===== src/rtl/rv_hazard_ctrl.sv =====
// Hazard sequencer for the 5-stage core: stage enables, bubbles and wrong-path flushes
// from load-use, taken-branch and data-memory-wait conditions, plus a saturating stall counter.
module rv_hazard_ctrl #(
   parameter int STALL_CNT_W = 16
) (
   input  logic                   clk,
   input  logic                   rst,
   input  logic                   valid_Q101H,
   input  logic [4:0]             rs1_Q101H,
   input  logic [4:0]             rs2_Q101H,
   input  logic                   rs1_used_Q101H,
   input  logic                   rs2_used_Q101H,
   input  logic [4:0]             rd_Q101H,
   input  logic                   reg_write_en_Q101H,
   input  logic                   mem_rd_Q101H,
   input  logic                   mem_acc_Q101H,
   input  logic                   branch_taken_Q102H,
   input  logic                   dmem_ready_Q103H,
   output logic                   ready_Q101H,
   output logic                   ready_Q102H,
   output logic                   ready_Q103H,
   output logic                   ready_Q104H,
   output logic                   bubble_Q102H,
   output logic                   bubble_Q104H,
   output logic                   flush_Q101H,
   output logic [STALL_CNT_W-1:0] stall_cnt
);

   typedef struct packed {
      logic       valid;
      logic [4:0] rd;
      logic       wen;
      logic       load;
      logic       mem;
   } shadow_t;

   // Only the fields that the mem-wait check consumes are kept for Q103H
   typedef struct packed {
      logic valid;
      logic mem;
   } shadow3_t;

   typedef enum logic [1:0] {RUN, FLUSH, MEM_WAIT} state_e;

   state_e                 state_q, state_d;
   shadow_t                q102_q, q102_d;
   shadow3_t               q103_q, q103_d;
   logic [STALL_CNT_W-1:0] stall_cnt_q, stall_cnt_d;

   logic mem_wait, branch, load_use, rs1_hit, rs2_hit;

   always_comb begin
      mem_wait = q103_q.valid & q103_q.mem & ~dmem_ready_Q103H;
      // MEM_WAIT with memory ready behaves as RUN, so only FLUSH masks a branch
      branch   = branch_taken_Q102H & q102_q.valid & ~mem_wait & (state_q != FLUSH);
      rs1_hit  = rs1_used_Q101H & (rs1_Q101H == q102_q.rd);
      rs2_hit  = rs2_used_Q101H & (rs2_Q101H == q102_q.rd);
      load_use = valid_Q101H & q102_q.valid & q102_q.load & q102_q.wen
                 & (q102_q.rd != 5'd0) & (rs1_hit | rs2_hit);
   end

   always_ff @(posedge clk) begin
      if (!rst) state_q <= RUN;
      else      state_q <= state_d;
   end

   always_comb begin
      state_d = RUN;
      if (mem_wait)                state_d = MEM_WAIT;
      else if (state_q == FLUSH)   state_d = RUN;
      else if (branch)             state_d = FLUSH;
   end

   always_comb begin
      ready_Q101H  = 1'b0;
      ready_Q102H  = 1'b0;
      ready_Q103H  = 1'b0;
      ready_Q104H  = 1'b0;
      bubble_Q102H = 1'b0;
      bubble_Q104H = 1'b0;
      flush_Q101H  = 1'b0;
      if (rst) begin
         if (mem_wait) begin
            ready_Q104H  = 1'b1;
            bubble_Q104H = 1'b1;
         end else if (state_q == FLUSH || branch) begin
            ready_Q101H  = 1'b1;
            ready_Q102H  = 1'b1;
            ready_Q103H  = 1'b1;
            ready_Q104H  = 1'b1;
            bubble_Q102H = 1'b1;
            flush_Q101H  = 1'b1;
         end else if (load_use) begin
            ready_Q102H  = 1'b1;
            ready_Q103H  = 1'b1;
            ready_Q104H  = 1'b1;
            bubble_Q102H = 1'b1;
         end else begin
            ready_Q101H  = 1'b1;
            ready_Q102H  = 1'b1;
            ready_Q103H  = 1'b1;
            ready_Q104H  = 1'b1;
         end
      end
   end

   always_comb begin
      q102_d = q102_q;
      if (ready_Q102H) begin
         if (bubble_Q102H) q102_d = '0;
         else              q102_d = '{valid: valid_Q101H, rd: rd_Q101H, wen: reg_write_en_Q101H,
                                      load: mem_rd_Q101H, mem: mem_acc_Q101H};
      end
      q103_d = q103_q;
      if (ready_Q103H) q103_d = '{valid: q102_q.valid, mem: q102_q.mem};
      stall_cnt_d = stall_cnt_q;
      if (!ready_Q101H && stall_cnt_q != {STALL_CNT_W{1'b1}})
         stall_cnt_d = stall_cnt_q + {{(STALL_CNT_W-1){1'b0}}, 1'b1};
   end

   always_ff @(posedge clk) begin
      if (!rst) begin
         q102_q      <= '0;
         q103_q      <= '0;
         stall_cnt_q <= '0;
      end else begin
         q102_q      <= q102_d;
         q103_q      <= q103_d;
         stall_cnt_q <= stall_cnt_d;
      end
   end

   assign stall_cnt = stall_cnt_q;

endmodule


===== config.mk =====
export PLATFORM = sky130hd
export DESIGN_NAME = rv_hazard_ctrl
export DESIGN_NICKNAME = d
export VERILOG_FILES = /design/src/rtl/rv_hazard_ctrl.sv
export SDC_FILE = /design/constraint.sdc
export NUM_CORES = 1
export LEC_CHECK = 0
export BUFFER_PORTS_ARGS = -buffer_cell sky130_fd_sc_hd__buf_2
export CORE_MARGIN = 5
export CORE_UTILIZATION = 40
export DETAILED_ROUTE_END_ITERATION = 7
export PLACE_DENSITY = 0.72
export SYNTH_ARGS = -nofsm -noshare
export SYNTH_HDL_FRONTEND = slang
export SYNTH_SLANG_ARGS = --single-unit

===== constraint.sdc =====
create_clock -name clk -period 3.6 [get_ports clk]
set_input_delay 0.36 -clock clk [delete_from_list [all_inputs] [get_ports clk]]
set_output_delay 0.36 -clock clk [all_outputs]
set_load 0.01 [all_outputs]

==> key figures, run 1 <==
Cells and area
  – Layout cells sized above 1: 29.63%
  – Area grow syn2layout: 23.04%
  – Fill cells: 371
  – Antenna cells: 0
  – Nets: 241

Clock network
  – Clk sinks: 29
  – CTS tree: done
  – H-tree Lvls: 2
  – Clk pin slew, worst setup/hold paths: 60 ps
  – Longest Clk Path Bufs: 2
  – Clk_lat worst skew: 270 ps
  – CTS resizes: 0
  – Post-CTS Hold Fix Bufs: 0
  – CTS Root Cell: clkbuf_8
  – Total setup buffers inserted after CTS: 0
  – Cts bufs inserted: 5

GRT
  – First-pass GRT wire length: 5.685 mm
  – Largest net degree at the start of global routing: 28
  – Vias in the first global route: 1327
  – Initial antenna violation count: 0
  – GRT Total Usage: 13.68%
  – Grt ovf: 0

Placed design
  – DP Wirelength: 2.512 mm
  – Input/output buffers: 47
  – Routability cong.: 0.8332

Synth
  – Synth cell count leaders: 29 x dfxtp_1, 18 x nand2_1, 12 x nor2_1
  – Top cells by area, synth: dfxtp_1 39%, xnor2_1 5.8%, a22o_1 5.3%
  – Async set-reset flop share out of synthesis: 0%
  – Sequential share of the synthesized area: 38.73%
  – Seq cells post-synth: 29
  – Yosys warnings: 0
  – Top-area cell type share of the netlist area: 38.73%
  – Post-synthesis instance area: 1499 µm²
  – Avg Cell Area, Syn: 8.922 µm²
  – Gate Count Post-Synth: 168
  – Yosys cell types: 40
  – EDFF count, synth: 0
  – Yosys top cell by area: dfxtp_1
  – Syn_nets: 194
  – Leading cell type by number of instances after synthesis: dfxtp_1
  – Synth Flop Type: dfxtp_1

Critical path
  – Critical path class: reg -> out
  – CP required: 3240 ps
  – Crit path max-delay cell type: a21oi_2
  – Buf/Inv on CP: 1
  – CP top delay family: compound AO/OA/AOI/OAI gates
  – Startpoint class of the critical path: flip-flop
  – Worst Path Max Fanout: 27
  – Crit-path cells: nor2b_1, a21oi_1, and2_1, a21oi_2, buf_2
  – CP arrival: 2270 ps
  – Delay of the slowest cell on the worst path: 790 ps
  – Critical Path End Type: output port

Power and ir drop
  – Seq pwr share: 48.6%
  – Int Power: 0.5363 mW
  – Clock power share: 41.7%
  – Sw Pwr: 0.1623 mW
  – Comb pwr share: 9.7%
  – PD cells: 378.8 nW/µm²
  – Peak VDD IR: 274.5 µV
  – Switching share of power: 23.23%
  – Pwr Total: 0.6986 mW
  – Leak Pwr: 0.7443 nW

Hold path
  – Worst hold path class: in -> reg

STA
  – Unrepaired setup endpoints after global routing: false
  – Minimum clock period: 2627 ps
  – Max Clock Freq: 380.7 MHz
  – Final count of pins violating max slew: 0
  – TNS Setup: 0 ps
  – Clk_skew: 3.975 ps
  – Hold Fails Final Rpt: 0
  – Actual slew at the worst max-slew pin: 1066 ps
  – Max_slew headroom: 28.92%
  – Final period util: 72.97%
  – Setup violators final: 0

Die
  – Die height: 71.22 µm
  – # IOs: 48
  – Die Width: 71.22 µm
  – Initial Util: 41.25%
  – Site Rows: 22
  – Die area: 5072 µm²
  – Core Area: 3633 µm²

Routing
  – First-pass DRT Iterations: 4
  – Drt wl/cell: 12.83 µm
  – Vias per cell: 5.288
  – ANT nets after route: 0
  – Via count: 1396
  – Drt initial violations: 73
  – WL final: 3.386 mm
  – Post-route DRC violation count: 0

Run
  – Number of max-cap violations: 0

Run status
  – Outcome: completed
## power groups by stage
stage | Clock [mW] | Sequential [mW] | Combinational [mW]
6_report | 0.291 | 0.340 | 0.0676
5_1_grt | 0.317 | 0.341 | 0.0765
2_1_floorplan | 0 | 0.346 | 0.0433
3_5_place_dp | 0 | 0.347 | 0.0681
3_3_place_gp | 0 | 0.347 | 0.0669
4_1_cts | 0.298 | 0.339 | 0.0687
## cell type report
cell class                      count  area [µm²]  share of cell area (%)
Multi-Input combinational cell    125       837.1                   45.39
Sequential cell                    29       580.6                   31.48
Clock inverter                      1       5.005                  0.2714
Clock buffer                        7       96.34                   5.224
Timing Repair Buffer               48       242.7                   13.16
Inverter                            6       22.52                   1.221
Tap cell                           48       60.06                   3.256
## routing by layer
layer	vias up	share of wire (%)	track usage, %
met5	-	0	0
met4	0	1.8	5.010
met3	8	6.9	5.610
met2	39	46	20.92
met1	641	45	17.27
li1	708	-	-
## per-stage QoR
| stage | cell area, µm² | utilization, % | std cells | hold WS [ps] | setup slack (ps) |
|---|---|---|---|---|---|
| final | 1844 | 50.76 | 264 | 296.5 | 973.1 |
| after floorplan | 1499 | - | 168 | 440.7 | 1760 |
| after detailed placement | 1743 | 47.97 | 256 | 470.1 | 1246 |
| after global placement | 1743 | 47.97 | 256 | 451.1 | 1294 |
| after global routing | 1844 | 50.76 | 264 | 291.6 | 738.7 |
| after CTS | 1844 | 50.76 | 264 | 291.8 | 986.9 |
## registers in the layout, summed over array words and instances, names as in the netlist
| register | cells |
|---|---|
| stall_cnt | 16 |
| q103_q | 2 |
| q102_q | 9 |
| state_q | 2 |
## cell families (layout without fill, tap and decap cells)
kind of cell	after synthesis	after routing	share of synthesized area, %
simple gates	75	75	29.13
buf+inv	14	62	5.425
compound gates	33	33	16.03
fa+ha+maj	1	1	0.8346
xor+xnor	10	10	5.843
mux	6	6	4.007
flops	29	29	38.73
## placed cells by master (no fill, tap or decap), drive strengths merged, types with 2 or more instances in the layout
cell type,Yosys,final
xnor2,10,10
inv,6,6
o31ai,5,5
nand3,7,7
dfxtp,29,29
clkbuf,2,7
nor4,3,3
nor3,6,6
nor2,13,13
nor4b,2,2
o41ai,2,2
buf,6,48
or4,7,7
or3,3,3
nand4,6,6
mux2i,6,6
o21a,2,2
a21oi,10,10
a22o,9,9
and2,2,2
nand2,18,18
nand2b,4,4
## worst paths after layout
path | from | slack (ps) | cells after the start | to
worst min register to register | q102_q[0]$_SDFFE_PN0P_ | 470 | 2 | q103_q[0]$_SDFFE_PN0P_
worst min-delay path | mem_rd_Q101H | 300 | 2 | q102_q[1]$_SDFFE_PN0P_
worst max-delay path | state_q[0]$_SDFF_PP0_ | 970 | 5 | ready_Q101H
worst max register to register | state_q[0]$_SDFF_PP0_ | 1420 | 6 | stall_cnt[7]$_SDFFE_PN0P_
No activity file was read; power rests on OpenSTA's default activity.
==> inputs of run 2 (changes only) <==
ABC_AREA = 1   (was not set)
PLACE_DENSITY = 0.71   (was 0.72)
clock period = 2.65 ns   (was 3.6 ns; I/O delays follow)
==> key figures, run 2 <==
Clock network
  – CTS resizes: 0
  – Clk pin slew, worst setup/hold paths: 70 ps
  – Clk sinks: 29
  – CTS tree: done
  – CTS Root Cell: clkbuf_8
  – Longest Clk Path Bufs: 2
  – Clk_lat worst skew: 280 ps
  – Total setup buffers inserted after CTS: 0
  – H-tree Lvls: 2
  – Post-CTS Hold Fix Bufs: 0
  – Cts bufs inserted: 5

Placed design
  – Placed insts: 352
  – Area of placed instances: 1991 µm²
  – Input/output buffers: 47
  – Routability cong.: 0.8296
  – DP Wirelength: 3.119 mm

Critical path
  – R2R setup slack: 810 ps
  – Crit-path cells: nand2_1, nor2_2, nor2_1, nand2_2, o31ai_1, buf_2
  – Delay of the slowest cell on the worst path: 340 ps
  – Worst Path Max Fanout: 20
  – Critical Path End Type: output port
  – Crit path max-delay cell type: nand2_2
  – CP required: 2380 ps
  – Startpoint class of the critical path: flip-flop
  – CP arrival: 1650 ps
  – Critical path class: reg -> out

Synth
  – Top-area cell type share of the netlist area: 33.38%
  – Yosys cell types: 27
  – Leading cell type by number of instances after synthesis: nand2_1
  – Sequential share of the synthesized area: 33.38%
  – Yosys warnings: 0
  – Post-Synth XOR/XNOR Area: 6.043%
  – Synth Flop Type: dfxtp_1
  – Post-synthesis adder-cell area fraction: 0.7194%
  – Mux cell area share after synthesis: 0%
  – Post-synthesis instance area: 1739 µm²
  – Largest family of logic cells by synthesized area: simple AND/OR/NAND/NOR gates
  – Async set-reset flop share out of synthesis: 0%
  – Top cells by area, synth: dfxtp_1 33%, nand2_1 17%, nor2_1 6.3%
  – Synth Area in Simple Gates: 40.72%
  – Syn_nets: 287
  – Yosys top cell by area: dfxtp_1
  – Seq cells post-synth: 29
  – Gate Count Post-Synth: 261
  – Synth Area in Compound Gates: 8.993%
  – EDFF count, synth: 0
  – Avg Cell Area, Syn: 6.663 µm²
  – Synth cell count leaders: 81 x nand2_1, 29 x dfxtp_1, 29 x nor2_1

Cells and area
  – Commonest non-fill, non-tap cell in the layout: nand2_1
  – Post-route cell area: 2092 µm²
  – Area grow syn2layout: 20.29%
  – Commonest cells after routing, fill and taps aside: 81 x nand2_1, 47 x buf_2, 29 x nor2_1, 29 x dfxtp_1, 25 x inv_1
  – Fill cells: 440
  – Layout Cells excl Fill: 360
  – Antenna cells: 0
  – Max reg flops: 16
  – Layout cells sized above 1: 26.95%
  – Nets: 333

Die
  – Initial Util: 40.50%
  – Die area: 5767 µm²
  – Die height: 75.94 µm
  – Site Rows: 24
  – Die Width: 75.94 µm
  – Core Area: 4294 µm²
  – # IOs: 48

Run status
  – Outcome: completed

GRT
  – Grt ovf: 0
  – Vias in the first global route: 1635
  – First-pass GRT wire length: 7.107 mm
  – GRT Total Usage: 14.64%
  – Largest net degree at the start of global routing: 21
  – Initial antenna violation count: 0

Power and ir drop
  – Peak VDD IR: 257.3 µV
  – Leak Pwr: 0.9733 nW
  – PD cells: 464.3 nW/µm²

Hold path
  – Worst hold path class: in -> reg

Routing
  – Drt wl/cell: 11.54 µm
  – Drt initial violations: 44
  – ANT nets after route: 0
  – WL final: 4.154 mm
  – Vias per cell: 4.811
  – Via count: 1732
  – First-pass DRT Iterations: 4
  – Post-route DRC violation count: 0

STA
  – Final count of pins violating max slew: 0
  – Max Clock Freq: 521.1 MHz
  – Unrepaired setup endpoints after global routing: false
  – Final period util: 72.41%
  – Fin Hold WS: 168.0 ps
  – Setup violators final: 0
  – Actual slew at the worst max-slew pin: 443.5 ps
  – TNS Setup: 0 ps
  – Minimum clock period: 1919 ps
  – Max_slew headroom: 70.21%
  – Hold Fails Final Rpt: 0
  – Clk_skew: 9.990 ps

Run
  – Number of max-cap violations: 0
[run 2: cell count changes in the layout (fill, tap and decap cells not counted), moves of 6 or more]
cell / delta
a21oi_2: +8
a22o_1: -9
inv_1: +19
inv_2: +7
mux2i_1: -6
nand2_1: +63
nand4_1: +11
nor2_1: +17
or4_1: -7
xnor2_1: -8
xor2_1: +10
[run 2: worst max-delay path, delay by kind of cell (launching register included)]
kind,cells,cell delay (ps)
flops,1,300
simple gates,4,750
compound gates,1,150
buf+inv,1,170
[run 2: worst paths after layout]
check / from / endpoint / cells after the start
max: q103_q[1]$_SDFFE_PN0P_ / bubble_Q102H / 6
min: rd_Q101H[0] / q102_q[3]$_SDFFE_PN0P_ / 3
max reg2reg: stall_cnt[0]$_SDFFE_PN0P_ / stall_cnt[14]$_SDFFE_PN0P_ / 9
min reg2reg: q102_q[0]$_SDFFE_PN0P_ / q103_q[0]$_SDFFE_PN0P_ / 2
[run 2: cell families after synthesis]
group                      after synthesis
AOI/OAI and AO/OA                       24
DFF                                     29
xor gates and xnor gates                12
adders and majority gates                1
and+or+nand+nor                        154
buffers and inverters                   41
[run 2: metal layers]
metal	routed length [µm]	GRT usage [%]	share of wire, %
met4	60	4.804	1.4
met1	1821	17.54	44
met5	0	0	0
met3	318	5.450	7.7
met2	1953	23.97	47
[run 2: cell type report]
cell class | instances | area, µm² | area share, %
multi-input combinational | 191 | 982.2 | 46.95
sequential | 29 | 580.6 | 27.75
timing repair buffer | 48 | 242.7 | 11.60
inverter | 32 | 120.1 | 5.742
clock buffer | 7 | 96.34 | 4.605
tap | 52 | 65.06 | 3.110
clock inverter | 1 | 5.005 | 0.2392
[run 2: stage by stage]
| step | setup slack (ps) | total power [mW] | utilization (%) |
|---|---|---|---|
| floorplan | 985.1 | 0.5416 | - |
| CTS | 701.9 | 0.9848 | 48.72 |
| detailed placement | 846.8 | 0.5793 | 46.36 |
| global placement | 927.2 | 0.5778 | 46.36 |
| finish | 731.1 | 0.9713 | 48.72 |
| global route | 564.9 | 1.023 | 48.72 |
[run 2: where the power goes]
part	total, mW	switching, mW	internal (mW)	leakage, nW
sequential	0.461	0.0111	0.450	0.237
clock	0.402	0.168	0.234	0.0542
combinational	0.108	0.0664	0.0420	0.683
==> inputs of run 3 (changes only) <==
clock period = 2 ns   (was 2.65 ns; I/O delays follow)
==> key figures, run 3 (synthesis gave the netlist of run 2 again) <==
Power and ir drop
  – Leak Pwr: 0.9830 nW
  – Int Power: 0.9630 mW
  – Comb pwr share: 11.2%
  – Peak VDD IR: 449.1 µV
  – Seq pwr share: 47.3%
  – PD cells: 613.3 nW/µm²
  – Sw Pwr: 0.3292 mW
  – Clock power share: 41.5%
  – Switching share of power: 25.47%

STA
  – Unrepaired setup endpoints after global routing: false
  – Max Clock Freq: 550.7 MHz
  – Minimum clock period: 1816 ps
  – TNS Setup: 0 ps
  – Hold Fails Final Rpt: 0
  – Actual slew at the worst max-slew pin: 410.6 ps
  – Max_slew headroom: 72.42%
  – Final period util: 90.79%
  – Clk_skew: 2.682 ps
  – Setup violators final: 0
  – Final count of pins violating max slew: 0
  – Final setup margin: 184.3 ps
  – Fin Hold WS: 107.1 ps

Critical path
  – CP top delay family: simple AND/OR/NAND/NOR gates
  – Crit path max-delay cell type: dfxtp_1
  – Startpoint class of the critical path: flip-flop
  – CP required: 2210 ps
  – Crit-path cells: ha_1, nand2_2, nor2_4, nand3_2, nor2_4, nand2_4, nand3_4, nand2_1, a21oi_1
  – Critical path class: reg -> reg
  – Worst Path Max Fanout: 16
  – Delay of the slowest cell on the worst path: 410 ps
  – Critical Path End Type: flip-flop
  – CP dominant cell by count: nor2_4
  – CP arrival: 2020 ps
  – Buf/Inv on CP: 0

GRT
  – Vias in the first global route: 1709
  – GRT Total Usage: 14.68%
  – Grt ovf: 0
  – First-pass GRT wire length: 7.293 mm
  – Largest net degree at the start of global routing: 21
  – Initial antenna violation count: 0

Routing
  – Via count: 1732
  – Post-route DRC violation count: 0
  – WL final: 4.154 mm
  – First-pass DRT Iterations: 4
  – ANT nets after route: 0
  – Drt initial violations: 61
  – Drt wl/cell: 11.48 µm
  – Vias per cell: 4.785

Cells and area
  – Area grow syn2layout: 21.15%
  – Antenna cells: 0
  – Commonest non-fill, non-tap cell in the layout: nand2_1
  – Nets: 335
  – Max reg flops: 16
  – Commonest cells after routing, fill and taps aside: 81 x nand2_1, 47 x buf_2, 29 x nor2_1, 29 x dfxtp_1, 25 x inv_1
  – Layout cells sized above 1: 27.42%

Clock network
  – Clk sinks: 29
  – Clk pin slew, worst setup/hold paths: 60 ps
  – Post-CTS Hold Fix Bufs: 0
  – H-tree Lvls: 2
  – CTS resizes: 0
  – Clk_lat worst skew: 280 ps
  – CTS tree: done
  – Total setup buffers inserted after CTS: 0
  – Cts bufs inserted: 5
  – CTS Root Cell: clkbuf_8
  – Longest Clk Path Bufs: 2

Die
  – Site Rows: 24
  – # IOs: 48
  – Die height: 75.94 µm
  – Initial Util: 40.50%
  – Die Width: 75.94 µm
  – Core Area: 4294 µm²
  – Die area: 5767 µm²

Placed design
  – Routability cong.: 0.8546
  – Input/output buffers: 47
  – Pre-CTS setup slack: 194.4 ps
  – DP Wirelength: 3.235 mm

Run status
  – Outcome: completed

Run
  – Number of max-cap violations: 0

Hold path
  – Worst hold path class: in -> reg
## run 3: worst min-delay path, delay by kind of cell
kind | cells | cell delay (ps)
buffers and inverters | 1 | 70
AND/OR/NAND/NOR | 2 | 80
## run 3: power by group through the flow
stage          Combinational (mW)  Sequential, mW  Clock (mW)
2_1_floorplan              0.0951           0.623           0
3_3_place_gp                0.144           0.622           0
3_5_place_dp                0.147           0.623           0
4_1_cts                     0.148           0.611       0.553
5_1_grt                     0.167           0.614       0.575
6_report                    0.145           0.611       0.537
## run 3: final cells by class
cell class / instances / area [µm²]
Timing Repair Buffer: 50 / 257.7
Sequential cell: 29 / 580.6
Inverter: 32 / 120.1
Tap cell: 52 / 65.06
Multi-Input combinational cell: 191 / 982.2
Clock buffer: 7 / 96.34
Clock inverter: 1 / 5.005
Fill cell: 439 / 2187
## run 3: through the flow
step | total power [mW] | util (%) | area, µm² | instances
floorplan | 0.7176 | - | 1739 | 261
global placement | 0.7665 | 46.71 | 2006 | 354
detailed placement | 0.7706 | 46.71 | 2006 | 354
CTS | 1.312 | 49.07 | 2107 | 362
global route | 1.356 | 49.07 | 2107 | 362
finish | 1.292 | 49.07 | 2107 | 362
## run 3: layer usage
metal	part of all wire, %	vias to the layer above	GRT usage, %	wire (µm)
met5	0	-	0	0
met1	45	763	16.85	1861
met4	0.70	0	3.203	29
met2	49	39	26.54	2039
met3	5.4	4	4.265	224
li1	-	926	-	-
## run 3: worst paths after layout
check                       startpoint                          to  slack (ps)  cells after the start
max          stall_cnt[0]$_SDFFE_PN0P_  stall_cnt[13]$_SDFFE_PN0P_         180                      9
min                        rd_Q101H[0]      q102_q[3]$_SDFFE_PN0P_         110                      3
max reg2reg  stall_cnt[0]$_SDFFE_PN0P_  stall_cnt[13]$_SDFFE_PN0P_         180                      9
min reg2reg     q102_q[1]$_SDFFE_PN0P_      q102_q[1]$_SDFFE_PN0P_         450                      2
